### src/rtl/dmem_arbiter.sv
// dmem_arbiter: CPU/DMA arbiter for a single-port data RAM, CPU-priority with a DMA starvation guard.
module dmem_arbiter #(
  parameter int ADDRESS_WIDTH = 12,
  parameter int DATA_WIDTH    = 32,
  parameter int STARVE_LIMIT  = 8
) (
  input  logic                     clock,
  input  logic                     reset,
  input  logic                     cpu_en,
  input  logic                     cpu_wEn,
  input  logic [ADDRESS_WIDTH-1:0] cpu_addr,
  input  logic [DATA_WIDTH-1:0]    cpu_dataIn,
  output logic [DATA_WIDTH-1:0]    cpu_dataOut,
  output logic                     cpu_stall,
  input  logic                     dma_req,
  input  logic                     dma_wEn,
  input  logic [ADDRESS_WIDTH-1:0] dma_addr,
  input  logic [DATA_WIDTH-1:0]    dma_dataIn,
  output logic                     dma_ack,
  output logic                     dma_valid,
  output logic [DATA_WIDTH-1:0]    dma_dataOut,
  output logic                     mem_wEn,
  output logic [ADDRESS_WIDTH-1:0] mem_addr,
  output logic [DATA_WIDTH-1:0]    mem_dataIn,
  input  logic [DATA_WIDTH-1:0]    mem_dataOut
);
  localparam logic [2:0] NONE   = 3'd0;
  localparam logic [2:0] CPU_RD = 3'd1;
  localparam logic [2:0] CPU_WR = 3'd2;
  localparam logic [2:0] DMA_RD = 3'd3;
  localparam logic [2:0] DMA_WR = 3'd4;
  logic [7:0]            starve_cnt;
  logic [2:0]            owner;
  logic [DATA_WIDTH-1:0] cpu_hold;
  logic                  force_dma, grant_cpu, grant_dma;
  // grants are gated by reset so every combinational output is quiet while reset is held
  always_comb begin
    force_dma   = dma_req && starve_cnt == 8'(STARVE_LIMIT);
    grant_dma   = reset && dma_req && (!cpu_en || force_dma);
    grant_cpu   = reset && cpu_en && !force_dma;
    dma_ack     = grant_dma;
    cpu_stall   = reset && cpu_en && force_dma;
    mem_wEn     = grant_dma ? dma_wEn : grant_cpu && cpu_wEn;
    mem_addr    = grant_dma ? dma_addr : grant_cpu ? cpu_addr : '0;
    mem_dataIn  = grant_dma ? dma_dataIn : grant_cpu ? cpu_dataIn : '0;
    dma_valid   = owner == DMA_RD;
    dma_dataOut = dma_valid ? mem_dataOut : '0;
    cpu_dataOut = owner == CPU_RD ? mem_dataOut : cpu_hold;
  end
  always_ff @(posedge clock or negedge reset)
    if (!reset) begin
      starve_cnt <= '0;
      owner      <= NONE;
      cpu_hold   <= '0;
    end else begin
      starve_cnt <= (!dma_req || grant_dma) ? '0 : starve_cnt + 8'(starve_cnt != 8'(STARVE_LIMIT));
      owner      <= grant_dma ? (dma_wEn ? DMA_WR : DMA_RD) : grant_cpu ? (cpu_wEn ? CPU_WR : CPU_RD) : NONE;
      if (owner == CPU_RD) cpu_hold <= mem_dataOut;
    end
endmodule

### config.mk
export PLATFORM = sky130hd
export DESIGN_NAME = dmem_arbiter
export DESIGN_NICKNAME = d
export VERILOG_FILES = /design/src/rtl/dmem_arbiter.sv
export SDC_FILE = /design/constraint.sdc
export NUM_CORES = 1
export LEC_CHECK = 0
export ABC_AREA = 1
export BUFFER_PORTS_ARGS = -buffer_cell sky130_fd_sc_hd__buf_2
export CAP_MARGIN = 40
export CORE_MARGIN = 4
export CORE_UTILIZATION = 36
export CTS_CLUSTER_SIZE = 24
export DETAILED_ROUTE_END_ITERATION = 10
export HOLD_SLACK_MARGIN = 0.02
export PLACE_DENSITY = 0.78
export SKIP_CTS_REPAIR_TIMING = 1
export SYNTH_ARGS = -nofsm -noshare
export SYNTH_HDL_FRONTEND = slang
export SYNTH_SLANG_ARGS = --single-unit
### constraint.sdc
create_clock -name clock -period 1.6 [get_ports clock]
set_input_delay 0.08 -clock clock [delete_from_list [all_inputs] [get_ports clock]]
set_output_delay 0.08 -clock clock [all_outputs]
set_load 0.05 [all_outputs]
==> results of run 1 <==
## state kept, by name, indices dropped and copies added (netlist names)
register and flops:
cpu_hold 32, owner 3, starve_cnt 8
## kinds of logic (layout without fill, tap and decap cells)
family                   Yosys count  in the layout  synth area share [%]
AND/OR/NAND/NOR                  230            230                  40.3
buffers and inverters             74            334                  14.2
flip-flops                        43             43                  36.3
AO/OA/AOI/OAI                     36             36                  6.20
XOR/XNOR                           6              6                  1.77
adder cells (fa/ha/maj)            3              3                  1.27
## layout by cell type, fill, tap and decap left out
cell type      netlist  final
nand3_1             53     51
buf_12               4     11
nand2_2              1     47
dlygate4sd3_1        0      2
clkbuf_8             4      5
buf_4                0     21
nand2_1             87     20
buf_8                0     36
o21ai_4              0     24
clkbuf_16            0      5
buf_2                1    157
buf_6                5     47
dfrtp_1             43     43
nand3_2             41     42
inv_1               45     41
xnor2_1              2      2
o21ai_2              1     10
nand3b_1             1      1
ha_4                 0      1
nor2_1              46     45
inv_2                2      6
ha_1                 3      1
clkbuf_1             9      1
bufinv_16            0      1
nand3_4              0      1
o21ai_0             35      2
clkbuf_4             0      1
nor2_4               0      2
xor2_1               4      4
ha_2                 0      1
nand2_4              0     21
## area by class of cell
class	count	area, um^2	area share, %
flip-flops and latches	43	1080	18.1
repair buffers	280	2390	40.0
clock buffers	6	72.6	1.22
inverters	47	176	2.96
well taps	102	128	2.14
multi-input cells	275	2090	35.1
clock inverters	1	30.0	0.504
## worst register-to-register path: stages (launching register included)
cell     delay, ns
dfrtp_1       0.39
inv_2         0.08
ha_4          0.14
nand3_4       0.08
nor2_4        0.13
inv_1         0.06
ha_2          0.17
nand3_2       0.08
inv_1         0.04
nand2_1       0.06
xor2_1        0.14
nor2_1        0.05
## metal layers
metal	GRT usage, %	vias up	wire length (um)
li1	-	1763	-
met5	0	-	0
met2	36.3	188	7390
met3	4.32	24	986
met4	5.88	0	301
met1	21.7	1757	4740
## worst max-delay path by stage
stage	slack [ns]	cells past startpoint	start	to
finish	-0.24	9	starve_cnt[1]$_DFF_PN0_	mem_dataIn[4]
global route	-0.35	9	starve_cnt[0]$_DFF_PN0_	mem_wEn
CTS	-0.47	8	starve_cnt[0]$_DFF_PN0_	mem_wEn
detailed placement	-0.15	8	starve_cnt[0]$_DFF_PN0_	mem_wEn
global placement	-0.1	8	starve_cnt[0]$_DFF_PN0_	mem_wEn
floorplan	-0.25	3	owner[1]$_DFF_PN0_	cpu_hold[10]$_DFF_PN0_
## per-stage QoR
step                std cells  power (uW)  cell area (um^2)  utilization (%)  TNS, ns
finish                    754        5260              5960             75.6   -12.74
global route              754        5470              5960             75.6   -19.19
CTS                       725        4160              4470             56.6   -21.54
detailed placement        718        3360              4360             55.3    -3.55
global placement          718        3330              4360             55.3    -1.10
floorplan                 392        2800              3080                -   -12.09
## report_power, final
group / switching (uW) / internal (uW) / total [uW]
clock network: 358 / 458 / 816
logic: 1830 / 1190 / 3020
registers: 136 / 1280 / 1420
==> impl_metrics.csv, run 1 <==
group,metric,value,unit
setup_path,r2r_slack,0.07,ns
global_route,antenna_found_initial,0,
cells_and_area,fillers,522,
synth,netlist_top_cells_count,"87 x nand2_1, 53 x nand3_1, 46 x nor2_1",
clock_tree,clk_path_buf_depth,2,
timing,max_freq,0.542,GHz
global_route,grt_pass1_vias,3371,
synth,ys.flop_type,"dfrtp_1",
place,dp_slack,-0.150,ns
status,violations,"setup timing",
hold_path,min_path_type,"primary input to register",
place,numPortBuffers,237,
cells_and_area,area_delta_synth_final,101,%
setup_path,path_cells,"inv_2, ha_4, nand3_4, o21ai_4, buf_6, clkbuf_16, nand3_2, nand2_2, buf_8",
setup_path,cp_slowest_cell,"dfrtp_1",
power_and_ir_drop,leakagePower,0.00313,uW
setup_path,critPathLaunchType,"register",
setup_path,path_buf_inv,4,
floorplanning,dieWidth,98.8,um
power_and_ir_drop,ir_drop,0.916,mV
synth,syn-cell-area,2970,um^2
drt,dr.first_iter.drc_count,124,
timing,fin_ws,-0.244,ns
global_route,grt_max_degree,65,
timing,hold_viol_final,0,
setup_path,critical_path.max_fanout,9,
clock_tree,cts.sinks,43,
status,status,"finished with violations",
hold_path,hp-start,"cpu_wEn",
timing,fin_crit_sh,115,%
synth,yosys_warnings,0,
floorplanning,die_h,98.8,um
timing,finalClockSkew,0.00920,ns
setup_path,arrival,1.76,ns
setup_path,path_delay_family,"buffers and inverters",
floorplanning,dieArea,9760,um^2
drt,ant_nets,0,
place,gp_congestion,0.852,
timing,finalMaxSlewViolations,0,
floorplanning,core,7890,um^2
clock_tree,cts_max_level,2,
timing,slew_headroom,68.7,%
clock_tree,clkTransAtPathRegs,0.08,ns
floorplanning,rows,32,
synth,yosysSeqAreaShare,36.3,%
run,maxCapViolCount,0,
clock_tree,cts_root_buf,"clkbuf_8",
hold_path,hold_path_depth,2,
synth,synth_top_area_share,36.3,%
place,dp.final_hpwl,7950,um
setup_path,timing.rr.end,"starve_cnt[7]$_DFF_PN0_",
synth,synthTopCellsByArea,"dfrtp_1 36%, nand3_2 14%, nand2_1 11%",
floorplanning,initial_core_util,37.6,%
synth,synthCells,392,
synth,synthDistinctLibCells,21,
drt,wl_per_cell,17.8,um
clock_tree,cts_made_buffers,5,
power_and_ir_drop,power_density,882,nW/um^2
synth,synthArstFlopShare,100,%
setup_path,critPathMaxStageDelay,0.39,ns
global_route,grt_overflow_total,0,
drt,vias,3732,
setup_path,cp_data_required_time,1.52,ns
synth,yosys.area.top_type,"dfrtp_1",
synth,synth_edf_count,0,
hold_path,hold_end,"owner[0]$_DFF_PN0_",
clock_tree,cts_tree,"done",
setup_path,crit_type,"register to output pin",
clock_tree,clk_latency,0.29,ns
timing,rsz0062_at_grt,"true",
cells_and_area,layout-drive-gt1-share,67.3,%
drt,viasPerCell,4.95,
timing,whs,0.0433,ns
synth,ys_seq_elements,43,
timing,timing.final.crit_period,1.84,ns
timing,tightestPinTransition,0.470,ns
global_route,grt_pass1_wl,15700,um
cells_and_area,antenna_cells_inserted,0,
setup_path,reg2reg_from,"starve_cnt[1]$_DFF_PN0_",
drt,drt_pass1_iterations,4,
drt,drc,0,
cells_and_area,fin_nets,781,
setup_path,reg2reg_depth,11,
synth,syn-num-nets,521,
synth,yosysMostFrequentCell,"nand2_1",
synth,syn_area_per_cell,7.57,um^2
floorplanning,io_pins,238,
global_route,grt_usage,19.4,%
drt,wirelength,13400,um
setup_path,endpoint_kind,"output pin",
timing,finalSetupViolCount,79,
Power figures use the tool's default switching activity.
==> run 2, diff against run 1 <==
Settings changed: SETUP_SLACK_MARGIN from default to 0.15.
==> run 2 against run 1 <==
Compared with the run above:
- the flow still finishes with violations (setup timing)
- total power rose by 1.1%
- critical path type unchanged
- clock power is 10% lower
- via count increased by 11%
- utilization rose by 13 points
- sequential share of layout area fell by 2.7 points
- final cell count up 0.66%
- count of clock-buffer cells in the layout stayed put
==> impl_metrics.csv, run 2 (same netlist as run 1, synthesis figures left out) <==
group,metric,value,unit
status,status,"finished with violations",
status,violations,"setup timing",
cells_and_area,fin_cells,759,
floorplanning,io_pins,238,
setup_path,path_buf_inv,5,
cells_and_area,largest_registers,"cpu_hold: 32 flops, starve_cnt: 8 flops, owner: 3 flops",
timing,finalClockSkew,0.0138,ns
timing,setup_tns,-20.33,ns
setup_path,arrival,1.88,ns
drt,drt_pass1_iterations,4,
cells_and_area,layout_commonest_cell,"buf_2",
timing,timing.final.crit_period,1.96,ns
floorplanning,dieWidth,98.8,um
clock_tree,cts_tree,"done",
setup_path,critical_path.max_fanout,11,
clock_tree,clkTransAtPathRegs,0.09,ns
setup_path,path_depth,9,
cells_and_area,layout-drive-gt1-share,73.8,%
floorplanning,die_h,98.8,um
cells_and_area,mostFrequentLayoutCells,"125 x buf_2, 81 x buf_8, 47 x nand3_1, 43 x nand2_4, 43 x dfrtp_1",
timing,slew_headroom,61.8,%
setup_path,critPathMaxStageDelay,0.39,ns
global_route,grt_pass1_wl,16400,um
timing,max_freq,0.509,GHz
cells_and_area,fillers,326,
cells_and_area,area_delta_synth_final,137,%
clock_tree,cts_max_level,2,
setup_path,endpoint_kind,"output pin",
floorplanning,initial_core_util,37.6,%
power_and_ir_drop,leakagePower,0.00331,uW
setup_path,path_cells,"inv_1, ha_2, nand3_4, o21ai_4, buf_6, clkbuf_16, nand2_2, inv_1, buf_6",
timing,whs,0.0846,ns
setup_path,cp_slowest_cell,"dfrtp_1",
setup_path,reg2reg_depth,12,
run,maxCapViolCount,0,
floorplanning,rows,32,
clock_tree,clk_path_buf_depth,2,
power_and_ir_drop,ir_drop,0.774,mV
global_route,grt_max_degree,47,
cells_and_area,largest_reg_flops,32,
drt,drc,0,
place,numPortBuffers,237,
timing,tightestPinTransition,0.573,ns
cells_and_area,final_cell_area,7020,um^2
setup_path,startpoint,"starve_cnt[1]$_DFF_PN0_",
global_route,grt_usage,19.8,%
drt,wirelength,16900,um
drt,dr.first_iter.drc_count,222,
timing,hold_viol_final,0,
setup_path,crit_type,"register to output pin",
place,gp_congestion,0.832,
drt,vias,4138,
place,dp_slack,-0.113,ns
cells_and_area,top_register,"cpu_hold",
timing,rsz0062_at_grt,"true",
global_route,antenna_found_initial,1,
place,dp.cells,727,
clock_tree,clk_latency,0.30,ns
hold_path,min_path_type,"primary input to register",
global_route,grt_pass1_vias,3586,
setup_path,cp_data_required_time,1.52,ns
setup_path,r2r_slack,-0.10,ns
timing,finalMaxSlewViolations,0,
clock_tree,cts_made_buffers,5,
setup_path,timing.rr.end,"starve_cnt[7]$_DFF_PN0_",
timing,finalSetupViolCount,108,
timing,fin_crit_sh,123,%
drt,viasPerCell,5.45,
floorplanning,core,7890,um^2
power_and_ir_drop,power_density,757,nW/um^2
drt,ant_nets,0,
timing,fin_ws,-0.364,ns
place,dp.final_hpwl,8170,um
cells_and_area,fin_nets,785,
setup_path,reg2reg_from,"starve_cnt[1]$_DFF_PN0_",
clock_tree,cts_root_buf,"clkbuf_8",
setup_path,crit_path_end,"dma_ack",
global_route,grt_overflow_total,0,
drt,wl_per_cell,22.3,um
clock_tree,cts.sinks,43,
setup_path,path_delay_family,"buffers and inverters",
floorplanning,dieArea,9760,um^2
setup_path,critPathLaunchType,"register",
place,placed_area,5070,um^2
run 2: worst register-to-register path: stages (launching register included):
cell,delay (ns)
dfrtp_1,0.39
inv_1,0.06
ha_2,0.18
nand3_4,0.09
nor2_4,0.16
buf_6,0.12
inv_4,0.03
ha_4,0.15
nand3_4,0.08
inv_2,0.05
nand2_2,0.06
xor2_1,0.16
nor2_1,0.06
run 2: power breakdown:
group	internal, uW	leakage, uW	switching, uW
combinational	1230	0.00272	1960
clock	348	0.0000477	384
sequential	1280	0.000542	106
run 2: worst min-delay path by stage:
stage	depth (start not counted)	endpoint	slack [ns]	startpoint
after global routing	3	owner[2]$_DFF_PN0_	0.08	dma_wEn
after floorplan	0	cpu_hold[0]$_DFF_PN0_	-0.22	reset
after CTS	2	cpu_hold[11]$_DFF_PN0_	-0.04	reset
final	3	owner[2]$_DFF_PN0_	0.08	dma_wEn
after global placement	2	starve_cnt[2]$_DFF_PN0_	0.29	reset
after detailed placement	2	cpu_hold[11]$_DFF_PN0_	0.28	reset
run 2: cell type report:
class / instances / area (um^2) / area share, %
clock buffer: 6 / 82.6 / 1.18
inverter: 47 / 181 / 2.59
sequential: 43 / 1080 / 15.3
tap: 102 / 128 / 1.82
timing repair buffer: 284 / 2940 / 41.9
antenna: 1 / 2.50 / 0.0357
multi-input combinational: 275 / 2600 / 37.0
clock inverter: 1 / 8.76 / 0.125
run 2: metrics by stage:
stage / power (uW) / utilization, %
finish: 5310 / 89.0
global route: 5490 / 89.0
CTS: 4440 / 65.5
detailed placement: 3720 / 64.3
global placement: 3670 / 64.3
floorplan: 3130 / -
run 2: per-layer routing:
layer	up-vias	routed length [um]	GRT usage (%)
met5	-	0	0
met4	0	1120	5.46
li1	1777	-	-
met1	2003	5180	22.4
met3	91	1280	4.74
met2	267	9350	36.9
